### src/rtl/vfu_mask_router.sv
// -----------------------------------------------------------------------------
// vfu_mask_router
//
// Distributes mask strobe words from the mask unit to the mask inputs of the
// NrFUs functional units of one lane. Each FU owns a small circular FIFO of
// MaskDepth mask words.
//
// Build option:
//   ARA_MASK_TAGGED_EN defined   : tag-routed mode. Each word carries an
//                                  instruction ID and is pushed only into the
//                                  FIFO of the lowest-index FU whose active
//                                  instruction ID matches.
//   ARA_MASK_TAGGED_EN undefined : legacy broadcast mode. Each word is pushed
//                                  into every FU with an active masked
//                                  instruction. Tags are ignored and
//                                  err_multi_o is tied low.
//
// Ports:
//   clk_i, rst_ni     clock, asynchronous active-low reset
//   mask_i            mask strobe word (DataWidth/8 bits)
//   mask_id_i         instruction ID tag of mask_i
//   mask_valid_i      mask word valid
//   mask_ready_o      word accepted this cycle (combinational)
//   fu_vid_i          per-FU active masked instruction ID (packed, FU0 in LSBs)
//   fu_vid_valid_i    per-FU active masked instruction present
//   fu_flush_i        per-FU discard of all buffered masks
//   fu_mask_o         per-FU FIFO head (zero while the FIFO is empty)
//   fu_mask_valid_o   per-FU FIFO non-empty
//   fu_mask_ready_i   per-FU consume head
//   err_multi_o       sticky: an accepted tag matched more than one FU
//   orphan_stall_o    valid word held because no FU claims it (combinational)
// -----------------------------------------------------------------------------
module vfu_mask_router #(
    parameter int unsigned NrFUs     = 2,
    parameter int unsigned MaskDepth = 2,
    parameter int unsigned DataWidth = 64,
    parameter int unsigned VidWidth  = 3
) (
    input  logic                             clk_i,
    input  logic                             rst_ni,
    input  logic [DataWidth/8-1:0]           mask_i,
    input  logic [VidWidth-1:0]              mask_id_i,
    input  logic                             mask_valid_i,
    output logic                             mask_ready_o,
    input  logic [NrFUs*VidWidth-1:0]        fu_vid_i,
    input  logic [NrFUs-1:0]                 fu_vid_valid_i,
    input  logic [NrFUs-1:0]                 fu_flush_i,
    output logic [NrFUs*(DataWidth/8)-1:0]   fu_mask_o,
    output logic [NrFUs-1:0]                 fu_mask_valid_o,
    input  logic [NrFUs-1:0]                 fu_mask_ready_i,
    output logic                             err_multi_o,
    output logic                             orphan_stall_o
);

    localparam int unsigned StrbW = DataWidth / 8;
    localparam int unsigned CntW  = $clog2(MaskDepth + 1);
    localparam int unsigned PtrW  = (MaskDepth > 1) ? $clog2(MaskDepth) : 1;

    localparam logic [CntW-1:0] DepthCnt = CntW'(MaskDepth);
    localparam logic [PtrW-1:0] LastPtr  = PtrW'(MaskDepth - 1);

    // Circular pointer increment, wrapping from the last slot back to slot 0.
    function automatic logic [PtrW-1:0] ptr_inc(input logic [PtrW-1:0] ptr);
        logic [PtrW-1:0] nxt;
        if (ptr == LastPtr) begin
            nxt = '0;
        end else begin
            nxt = ptr + PtrW'(1);
        end
        return nxt;
    endfunction

    // FIFO state
    logic [StrbW-1:0]           mem_q [NrFUs][MaskDepth];
    logic [StrbW-1:0]           mem_d [NrFUs][MaskDepth];
    logic [NrFUs-1:0][PtrW-1:0] rd_ptr_q, rd_ptr_d;
    logic [NrFUs-1:0][PtrW-1:0] wr_ptr_q, wr_ptr_d;
    logic [NrFUs-1:0][CntW-1:0] cnt_q, cnt_d;

    // Per-FU handshake qualifiers
    logic [NrFUs-1:0] full_s;
    logic [NrFUs-1:0] pop_s;
    logic [NrFUs-1:0] push_s;
    logic             mask_ready_s;
    logic             orphan_stall_s;

    // Full/pop flags derive only from registered occupancy, so a pop never
    // frees a slot for a push in the same cycle.
    always_comb begin
        full_s = '0;
        pop_s  = '0;
        for (int i = 0; i < NrFUs; i++) begin
            full_s[i] = (cnt_q[i] == DepthCnt);
            pop_s[i]  = (cnt_q[i] != '0) && fu_mask_ready_i[i];
        end
    end

`ifdef ARA_MASK_TAGGED_EN
    logic [NrFUs-1:0] match_s;
    logic [NrFUs-1:0] target_s;
    logic             multi_s;
    logic             err_multi_q, err_multi_d;

    // Tag match vector across all FUs with an active masked instruction.
    always_comb begin
        match_s = '0;
        for (int i = 0; i < NrFUs; i++) begin
            match_s[i] = fu_vid_valid_i[i] &&
                         (fu_vid_i[i*VidWidth +: VidWidth] == mask_id_i);
        end
    end

    // Target selection (lowest matching index, isolated as a one-hot) and acceptance.
    always_comb begin
        target_s       = match_s & (~match_s + NrFUs'(1));
        multi_s        = ((match_s & ~target_s) != '0);
        mask_ready_s   = mask_valid_i &&
                         ((target_s & ~full_s & ~fu_flush_i) != '0);
        orphan_stall_s = mask_valid_i && (match_s == '0);
        push_s         = mask_ready_s ? target_s : '0;
        err_multi_d    = err_multi_q | (mask_ready_s & multi_s);
    end

    // Sticky multi-match error flag.
    always_ff @(posedge clk_i or negedge rst_ni) begin
        if (!rst_ni) begin
            err_multi_q <= 1'b0;
        end else begin
            err_multi_q <= err_multi_d;
        end
    end

    assign err_multi_o = err_multi_q;
`else
    logic any_valid_s;
    logic blocked_s;
    logic unused_s;

    // Broadcast acceptance: every active FU must have room and not be flushing.
    always_comb begin
        any_valid_s    = (fu_vid_valid_i != '0);
        blocked_s      = ((fu_vid_valid_i & (full_s | fu_flush_i)) != '0);
        mask_ready_s   = mask_valid_i && any_valid_s && !blocked_s;
        orphan_stall_s = mask_valid_i && !any_valid_s;
        push_s         = mask_ready_s ? fu_vid_valid_i : '0;
    end

    assign unused_s    = ^{mask_id_i, fu_vid_i};
    assign err_multi_o = 1'b0;
`endif

    assign mask_ready_o   = mask_ready_s;
    assign orphan_stall_o = orphan_stall_s;

    // Next-state of every FU FIFO; flush overrides push and pop.
    always_comb begin
        mem_d    = mem_q;
        rd_ptr_d = rd_ptr_q;
        wr_ptr_d = wr_ptr_q;
        cnt_d    = cnt_q;
        for (int i = 0; i < NrFUs; i++) begin
            if (fu_flush_i[i]) begin
                rd_ptr_d[i] = '0;
                wr_ptr_d[i] = '0;
                cnt_d[i]    = '0;
            end else begin
                if (push_s[i]) begin
                    mem_d[i][wr_ptr_q[i]] = mask_i;
                    wr_ptr_d[i]           = ptr_inc(wr_ptr_q[i]);
                end else begin
                    wr_ptr_d[i] = wr_ptr_q[i];
                end
                if (pop_s[i]) begin
                    rd_ptr_d[i] = ptr_inc(rd_ptr_q[i]);
                end else begin
                    rd_ptr_d[i] = rd_ptr_q[i];
                end
                case ({push_s[i], pop_s[i]})
                    2'b10:   cnt_d[i] = cnt_q[i] + CntW'(1);
                    2'b01:   cnt_d[i] = cnt_q[i] - CntW'(1);
                    default: cnt_d[i] = cnt_q[i];
                endcase
            end
        end
    end

    // FIFO storage, pointers and occupancy registers.
    always_ff @(posedge clk_i or negedge rst_ni) begin
        if (!rst_ni) begin
            for (int i = 0; i < NrFUs; i++) begin
                for (int j = 0; j < MaskDepth; j++) begin
                    mem_q[i][j] <= '0;
                end
            end
            rd_ptr_q <= '0;
            wr_ptr_q <= '0;
            cnt_q    <= '0;
        end else begin
            mem_q    <= mem_d;
            rd_ptr_q <= rd_ptr_d;
            wr_ptr_q <= wr_ptr_d;
            cnt_q    <= cnt_d;
        end
    end

    // FIFO heads; an empty FIFO presents zero rather than a stale entry.
    always_comb begin
        fu_mask_o       = '0;
        fu_mask_valid_o = '0;
        for (int i = 0; i < NrFUs; i++) begin
            fu_mask_valid_o[i] = (cnt_q[i] != '0);
            if (cnt_q[i] != '0) begin
                fu_mask_o[i*StrbW +: StrbW] = mem_q[i][rd_ptr_q[i]];
            end else begin
                fu_mask_o[i*StrbW +: StrbW] = '0;
            end
        end
    end

endmodule

### config.mk
export PLATFORM = sky130hd
export DESIGN_NAME = vfu_mask_router
export DESIGN_NICKNAME = d
export VERILOG_FILES = /design/src/rtl/vfu_mask_router.sv
export SDC_FILE = /design/constraint.sdc
export NUM_CORES = 1
export LEC_CHECK = 0
export CAP_MARGIN = 5
export CORE_ASPECT_RATIO = 1.75
export CORE_MARGIN = 2
export CORE_UTILIZATION = 45
export CTS_CLUSTER_DIAMETER = 100
export DETAILED_ROUTE_END_ITERATION = 16
export PLACE_DENSITY = 0.86
export SYNTH_ARGS = -nofsm -noshare
export SYNTH_HDL_FRONTEND = slang
export SYNTH_SLANG_ARGS = --single-unit
### constraint.sdc
create_clock -name clk_i -period 1.6 [get_ports clk_i]
set_clock_uncertainty 0.1 [all_clocks]
set_input_delay 0.4 -clock clk_i [delete_from_list [all_inputs] [get_ports clk_i]]
set_output_delay 0.4 -clock clk_i [all_outputs]
set_load 0.03 [all_outputs]
==> results_dict.tcl, run 1 <==
set metrics [dict create \
    async_reset_ff_share_pct 100 \
    drc 0 \
    drt-pass1-iter-count 4 \
    rsz0062_at_grt "true" \
    ant_nets 0 \
    ys.flop_type "dfrtp_1" \
    clock-root-buffer "clkbuf_8" \
    fillers 243 \
    max_clock_freq_mhz 523 \
    final_area_um2 3390 \
    avgSynthCellArea_um2 12.2 \
    io_pins 47 \
    die_area_um2 5050 \
    grt_use_total_pct 28.3 \
    h-tree-depth 2 \
    hold_viol_final 0 \
    min_path_type "reg -> reg" \
    cpPeakStageDelay_ns 0.40 \
    crit_chain "or2b_1 > nand3b_4 > buf_6 > a21oi_4 > buf_6" \
    cp-end-kind "primary output" \
    ys_seq_area_share_pct 49.7 \
    cp_common_cell "buf_6" \
    first_global_vias 1882 \
    leakage_nw 1.53 \
    numCtsBuffers 5 \
    io_buffer_count 36 \
    die_h_um 92.5 \
    dp_hpwl_mm 3.48 \
    core_um2 4360 \
    post-route-period-util_pct 120 \
    critPathArrivalTime_ns 1.41 \
    gp_congestion 0.753 \
    diodes 0 \
    rows 32 \
    clk_latency_ns 0.31 \
    drtIter0Drc 39 \
    synthesis.area_um2 2020 \
    routed_via_density 5.54 \
    setup_ws_ns -0.313 \
    grt.overflow.total 0 \
    drv_slew 0 \
    drv_cap 0 \
    area_growth_pct 68.0 \
    drt_wl_total_mm 6.44 \
    crit_slowest_cell "dfrtp_1" \
    path_clk_slew_ns 0.08 \
    initial_core_util_pct 46.2 \
    critPathKind "reg -> out" \
    cts_tree "done" \
    clockBufferDepth 2 \
    setup_viol 54 \
    failed_checks "setup timing" \
    nets 278 \
    synth_cell_types 35 \
    cts.sinks 40 \
    synth_fp_nets 191 \
    vias 1683 \
    grt_pass1_wl_mm 9.95 \
    grt_start_max_net_pins 27 \
    post-place-ws_ns -0.729 \
    critPathRequiredTime_ns 1.10 \
    wl_per_cell_um 21.2 \
    start_kind "flip-flop" \
    synth-edff-count 0 \
    antenna_found_initial 0 \
    ys_seq_elements 40 \
    dpl_cell_area_um2 2700 \
    synthCells 165 \
    ir_worst_vdd_uv 906 \
    pwr_density_cell_nw_per_um2 1010 \
    status "complete, but fails checks" \
    drive_above_1_share_pct 62.8 \
    period_minus_slack_ns 1.91 \
    path_max_fanout 2 \
    yosys_warnings 0 \
    die_w_um 54.6 \
]
registers in the layout, summed over array words and instances, names as in the netlist:
| name | cells |
|---|---|
| cnt_q | 4 |
| wr_ptr_q | 2 |
| mem_q | 32 |
| rd_ptr_q | 2 |
Yosys cell counts, drive strengths merged (3+ instances only):
| cell type | number | area [um2] |
|---|---|---|
| mux2 | 32 | 390 |
| mux2i | 16 | 160 |
| buf | 3 | 23.8 |
| a21oi | 4 | 20.0 |
| nand2 | 7 | 26.3 |
| dfrtp | 40 | 1000 |
| nor4 | 3 | 33.8 |
| nor2b | 5 | 31.3 |
| nor2 | 21 | 78.8 |
| xor2 | 3 | 26.3 |
| nor3 | 3 | 31.3 |
| inv | 5 | 18.8 |
metal layers:
metal	GRT usage (%)	up-vias	share of wire, %
li1	-	756	-
met1	34.2	856	38
met2	44.4	48	55
met3	6.77	23	3.3
met4	15.6	0	4.1
met5	0	-	0
cells by family after synthesis:
| kind of cell | count (synthesis) | synth area share (%) |
|---|---|---|
| multiplexers | 48 | 27.3 |
| AND/OR/NAND/NOR | 47 | 12.9 |
| flip-flops | 40 | 49.7 |
| buffers and inverters | 10 | 2.48 |
| other | 1 | 0.186 |
| AO/OA/AOI/OAI | 16 | 6.21 |
| XOR/XNOR | 3 | 1.30 |
worst max-delay path, delay by kind of cell (launching register included):
kind / cells / cell delay (ns)
flops: 1 / 0.40
simple gates: 2 / 0.31
buf+inv: 2 / 0.27
compound gates: 1 / 0.11
cells in the final DEF (no fill, tap or decap), drive strengths merged, types with 2 or more instances in the layout:
cell / synthesis / layout
dlygate4sd2: 0 / 2
a21oi: 4 / 4
dfrtp: 40 / 40
nand2: 7 / 7
nand3b: 2 / 2
nand2b: 2 / 2
mux2i: 16 / 16
buf: 3 / 72
clkbuf: 2 / 6
a31oi: 2 / 2
nor3: 3 / 3
nor4: 3 / 3
inv: 5 / 5
o21ai: 2 / 2
clkdlybuf4s50: 0 / 10
xor2: 3 / 3
o21bai: 2 / 2
nor2: 21 / 21
o211ai: 2 / 2
nor2b: 5 / 5
mux2: 32 / 32
metrics by stage:
stage / util [%] / hold slack (ns) / total power, mW / TNS, ns / cells
after floorplan: - / 0.00441 / 1.86 / -4.47 / 165
after global placement: 61.9 / 0.227 / 2.13 / -22.50 / 282
after detailed placement: 61.9 / 0.230 / 2.16 / -23.36 / 282
after CTS: 72.9 / 0.415 / 3.21 / -12.66 / 302
after global routing: 77.6 / 0.429 / 3.58 / -15.08 / 304
final: 77.6 / 0.416 / 3.43 / -12.21 / 304
where the power goes:
group          total [mW]  internal [mW]  switching (mW)
sequential           1.44           1.23           0.208
clock               0.892          0.510           0.382
combinational        1.09          0.632           0.461
worst paths after layout:
path                            from           end  slack (ns)  cells after the start
max                         cnt_q[3]  mask_ready_o       -0.31                      5
min                        mem_q[29]     mem_q[29]        0.42                      1
max reg2reg                 cnt_q[3]     mem_q[23]       -0.31                      8
min reg2reg                mem_q[29]     mem_q[29]        0.42                      1
max in group asynchronous     rst_ni      cnt_q[1]        0.51                      3
min in group asynchronous     rst_ni     mem_q[15]        0.43                      2
what timing repair did:
action	CTS	global route
gates resized for setup	97	40
cloned	2	0
setup buffers	9	4
endpoints found under the setup margin	58	56
pin swaps	11	8
endpoints found under the hold margin	14	0
hold buffers	1	0
area by class of cell:
type | instances | area, um2 | share of cell area (%)
Clock inverter | 2 | 38.8 | 1.15
Clock buffer | 6 | 82.6 | 2.44
Multi-Input combinational cell | 115 | 1370 | 40.5
Sequential cell | 40 | 1000 | 29.6
Timing Repair Buffer | 85 | 808 | 23.9
Tap cell | 51 | 63.8 | 1.88
Inverter | 5 | 18.8 | 0.554
(Power assumes the default switching activity.)
==> inputs of run 2 (changes only) <==
- CORE_UTILIZATION: 45 -> 50
- DONT_BUFFER_PORTS: not set -> 1
- PLACE_DENSITY: 0.86 -> 0.78
==> run 2 against run 1 <==
The run still ends with setup timing left; die area decreased by 9.4%; design area fell by 16%; clock-buffer cell count unchanged; critical path type unchanged; critical endpoint unchanged.
==> results_dict.tcl, run 2 (synthesis results as in run 1) <==
set metrics [dict create \
    status "complete, but fails checks" \
    failed_checks "setup timing" \
    post-route-period-util_pct 118 \
    grt.overflow.total 0 \
    p_sw_uw 867 \
    cp-end-kind "primary output" \
    crit_start "cnt_q[3]" \
    critPathArrivalTime_ns 1.38 \
    post-route-util_pct 73.9 \
    dpl_cell_area_um2 2370 \
    grt_pass1_wl_mm 7.81 \
    initial_core_util_pct 52.1 \
    numCtsBuffers 5 \
    max_clock_freq_mhz 531 \
    grt_use_total_pct 23.8 \
    path_max_fanout 3 \
    final_cell_mix "dfrtp_1, mux2_4, buf_4" \
    first_global_vias 1565 \
    setup_viol 43 \
    pwr_density_cell_nw_per_um2 1040 \
    nets 239 \
    drv_cap 0 \
    largest_register "mem_q" \
    clock-root-buffer "clkbuf_8" \
    io_buffer_count 0 \
    multi_input_area_um2 1220 \
    start_kind "flip-flop" \
    r2r-end "mem_q[4]" \
    totalPowerFinal_mw 2.96 \
    largest_reg_flops 32 \
    rows 30 \
    min_path_type "in -> reg" \
    rsz0062_at_grt "true" \
    drt-pass1-iter-count 4 \
    drive_above_1_share_pct 54.2 \
    fillers 253 \
    gp_congestion 0.737 \
    reg2reg_depth 7 \
    r2r_start "cnt_q[3]" \
    h-tree-depth 2 \
    diodes 0 \
    routed_via_density 5.55 \
    power_frac_seq_pct 46.5 \
    final_area_um2 2860 \
    grt_start_max_net_pins 41 \
    core_um2 3870 \
    path_clk_slew_ns 0.08 \
    post-place-ws_ns -0.156 \
    die_h_um 88.0 \
    cts_tree "done" \
    finalHoldWorstSlack_ns 0.0658 \
    p_sw_share_pct 29.3 \
    drc 0 \
    critPathKind "reg -> out" \
    leakage_nw 1.29 \
    dp_hpwl_mm 3.33 \
    ir_worst_vdd_uv 1050 \
    dp_cells 242 \
    pwr-share-comb_pct 30.1 \
    p_int_mw 2.09 \
    io_pins 47 \
    drt_wl_total_mm 5.00 \
    die_w_um 52.0 \
    clockBufferDepth 2 \
    stdcell_count 262 \
    ant_nets 0 \
    setup_ws_ns -0.284 \
    r2r_slack_ns -0.19 \
    wl_per_cell_um 19.1 \
    area_growth_pct 41.7 \
    drv_slew 0 \
    critPathRequiredTime_ns 1.10 \
    endpoint "mask_ready_o" \
    power.clock.fraction_pct 23.4 \
    antenna_found_initial 0 \
    final_common_cell "dfrtp_1" \
    fin_tns_setup_ns -6.90 \
    register_area_um2 1000 \
    drtIter0Drc 10 \
    period_minus_slack_ns 1.88 \
    die_area_um2 4580 \
    vias 1455 \
    top_regs "mem_q x32, cnt_q x4" \
    hold_viol_final 0 \
    cts.sinks 40 \
    clk_latency_ns 0.29 \
]
[run 2: changes by cell type in the layout (fill, tap and decap cells not counted), sizes merged]
cell and change:
buf -27, dlygate4sd2 -2, bufinv -1, clkdlybuf4s50 -10, clkinv +1
[run 2: timing repair]
item	CTS	global route
hold endpoints to repair	40	0
gates resized for setup	59	9
pin swaps	14	8
gates cloned	2	0
setup endpoints to repair	52	51
setup buffers	6	2
hold buffers	2	0
[run 2: power by group through the flow]
| stage | clock, mW | sequential, mW | combinational, mW |
|---|---|---|---|
| finish | 0.692 | 1.38 | 0.890 |
| global route | 0.756 | 1.40 | 0.944 |
| CTS | 0.707 | 1.37 | 0.864 |
| detailed placement | 0 | 1.37 | 0.658 |
| global placement | 0 | 1.36 | 0.631 |
| floorplan | 0 | 1.34 | 0.522 |
[run 2: how the worst min path moves through the flow]
stage	from	end	slack, ns	cells past startpoint
6_report	fu_flush_i[0]	rd_ptr_q[0]	0.07	1
5_1_grt	fu_flush_i[0]	rd_ptr_q[0]	0.06	1
4_1_cts	fu_flush_i[0]	rd_ptr_q[0]	0.06	1
3_5_place_dp	rst_ni	cnt_q[2]	0.005	0
3_3_place_gp	rst_ni	mem_q[10]	0.006	0
2_1_floorplan	rst_ni	cnt_q[0]	0.004	0
[run 2: critical path: stages (launching register included)]
cell and delay (ns):
dfrtp_1 0.41, or2b_4 0.23, nand3b_4 0.07, buf_6 0.12, a21oi_2 0.12, buf_6 0.14
[run 2: layout make-up]
class	count	share of cell area [%]
clock inverters	2	0.351
clock buffers	6	2.89
multi-input cells	115	42.7
well taps	48	2.10
flip-flops and latches	40	35.1
inverters	5	0.657
repair buffers	46	16.3
[run 2: routing by layer]
layer	vias to the layer above	GRT usage, %	routed length (um)
met1	741	27.0	1910
met5	-	0	0
met4	0	6.22	36
met2	35	43.8	2850
met3	5	5.29	200
li1	674	-	-
==> patch (flow settings as in run 2) <==
Set the parameter `DataWidth` to 96 (it was 64).
--- a/src/rtl/vfu_mask_router.sv
+++ b/src/rtl/vfu_mask_router.sv
@@ -33,7 +33,7 @@
 module vfu_mask_router #(
     parameter int unsigned NrFUs     = 2,
     parameter int unsigned MaskDepth = 2,
-    parameter int unsigned DataWidth = 64,
+    parameter int unsigned DataWidth = 96,
     parameter int unsigned VidWidth  = 3
 ) (
     input  logic                             clk_i,
Ports: changed (resized fu_mask_o and mask_i); port bits go from 47 to 59. No check against the original RTL was run, so the function may have changed too.
==> patch against run 2 <==
Wire length up 47%. The flow finishes with violations (negative hold slack, negative setup slack). First-iteration DRC count rose to 6.4 times the old value. Largest power group unchanged. Critical path type unchanged. Cell count up 28%. Sequential power up 38%. Final area up 43%. Utilization up 3.7 points. Setup slack worse by 0.078 ns. Sequential cell count up 16. Register-to-register slack worse by 0.04 ns. Count of clock-buffer cells in the layout down 1. Area after synthesis up 35%. Total power up 35%.
==> patch: results (changes against run 2) <==
fin_tns_setup_ns: -16.77  # -9.87 ns
synthCells: 222  # +35%
clk_pin_slew_worst_paths_ns: 0.11  # +0.03 ns
holdCritPathClass: "in -> async"
grt_max_degree: 57  # +39%
place_congestion: 0.792  # +7.5%
synth_cell_types: 38  # +8.6%
routedWlPerCell_um: 21.9  # +15%
reg_top3: "mem_q (48), cnt_q (4)"
nFillCells: 280  # +11%
grt_usage_pct: 24.8  # +0.98 points
synth_common_cells: "dfrtp_1, mux2_2, nor2_1"
post-dp-hpwl_um: 3920  # +17%
finalHoldViolCount: 56  # +56
drt-initial-drc-count: 64  # +54
cp_top_family: "buffers and inverters"
grt_pass1_wl_um: 11000  # +40%
violations: "negative hold slack, negative setup slack"
p_per_area_nw_per_um2: 981  # -5.4%
multiInputGateArea_um2: 1740  # +43%
worstPathArrival_ns: 1.46  # +0.08 ns
p_leak_uw: 0.00183  # +41%
setup_viol: 75  # +74%
p_comb_share_pct: 32.2  # +2.1 points
worstPathMaxFanout: 8  # +5
p_int_uw: 2750  # +31%
setup_slack_ns: -0.362  # -0.0784 ns
routed_wl_um: 7360  # +47%
viasPerCell: 5.98  # +7.6%
dp_cells: 313  # +29%
layout-drive-gt1-share_pct: 61.2  # +7.0 points
grt_pass1_vias: 2123  # +36%
synth.yosys.seq_area_share_pct: 51.4  # +1.7 points
ir_drop_v: 0.000749  # -29%
pwr-share-seq_pct: 47.6  # +1.1 points
place_ws_ns: -0.233  # -0.0770 ns
hold_slack_ns: -0.344  # -0.409 ns
async_reset_ff_share_pct: 100  # unchanged
synth.top_cells.by_area: "dfrtp_1, mux2_2, mux2i_1"
clk-insertion-delay-late_ns: 0.32  # +0.03 ns
status: "complete, but fails checks"
## patch: changes by cell type after synthesis, sizes merged, moves of 3 or more
cell	before	now
buf	3	9
mux2	32	48
nand3	0	4
mux2i	16	24
nand2	7	4
clkbuf	2	5
dfrtp	40	56
nor2	21	29
## patch: final timing paths
path                       depth (start not counted)            end          start  slack [ns]
max                                                6  fu_mask_o[13]       cnt_q[2]       -0.36
max in group asynchronous                          0    rd_ptr_q[0]         rst_ni        1.63
min in group clk_i                                 1    wr_ptr_q[0]  fu_flush_i[0]        0.02
min                                                0      mem_q[29]         rst_ni       -0.34
min reg2reg                                        1       mem_q[3]       mem_q[3]        0.42
max reg2reg                                        5      mem_q[38]       cnt_q[3]       -0.23
## patch: timing repair
action / 4_1_cts / 5_1_grt
gates cloned: 5 / 1
setup endpoints to repair: 76 / 78
buffers inserted: 11 / 5
hold endpoints to repair: 56 / 56
resized for setup: 92 / 58
pin swaps: 7 / 16
## patch: layout make-up
cell class              instances  share of cell area [%]
clock buffers                   5                    1.69
clock inverters                 3                   0.583
inverters                       4                   0.368
multi-input cells             149                    42.7
flip-flops and latches         56                    34.4
well taps                      55                    1.69
repair buffers                 64                    18.6
## patch: kinds of logic after synthesis
kind of cell	share of synthesized area [%]
AND/OR/NAND/NOR	10.5
other	0.137
buffers and inverters	3.12
XOR/XNOR	0.963
AO/OA/AOI/OAI	4.08
flip-flops	51.4
multiplexers	29.8
## patch: per-layer routing
metal / track usage, % / wire length [um] / vias up
met4: 9.74 / 124 / 0
met1: 29.6 / 2900 / 1055
met5: 0 / 0 / -
met3: 2.81 / 205 / 9
li1: - / - / 891
met2: 44.1 / 4140 / 53
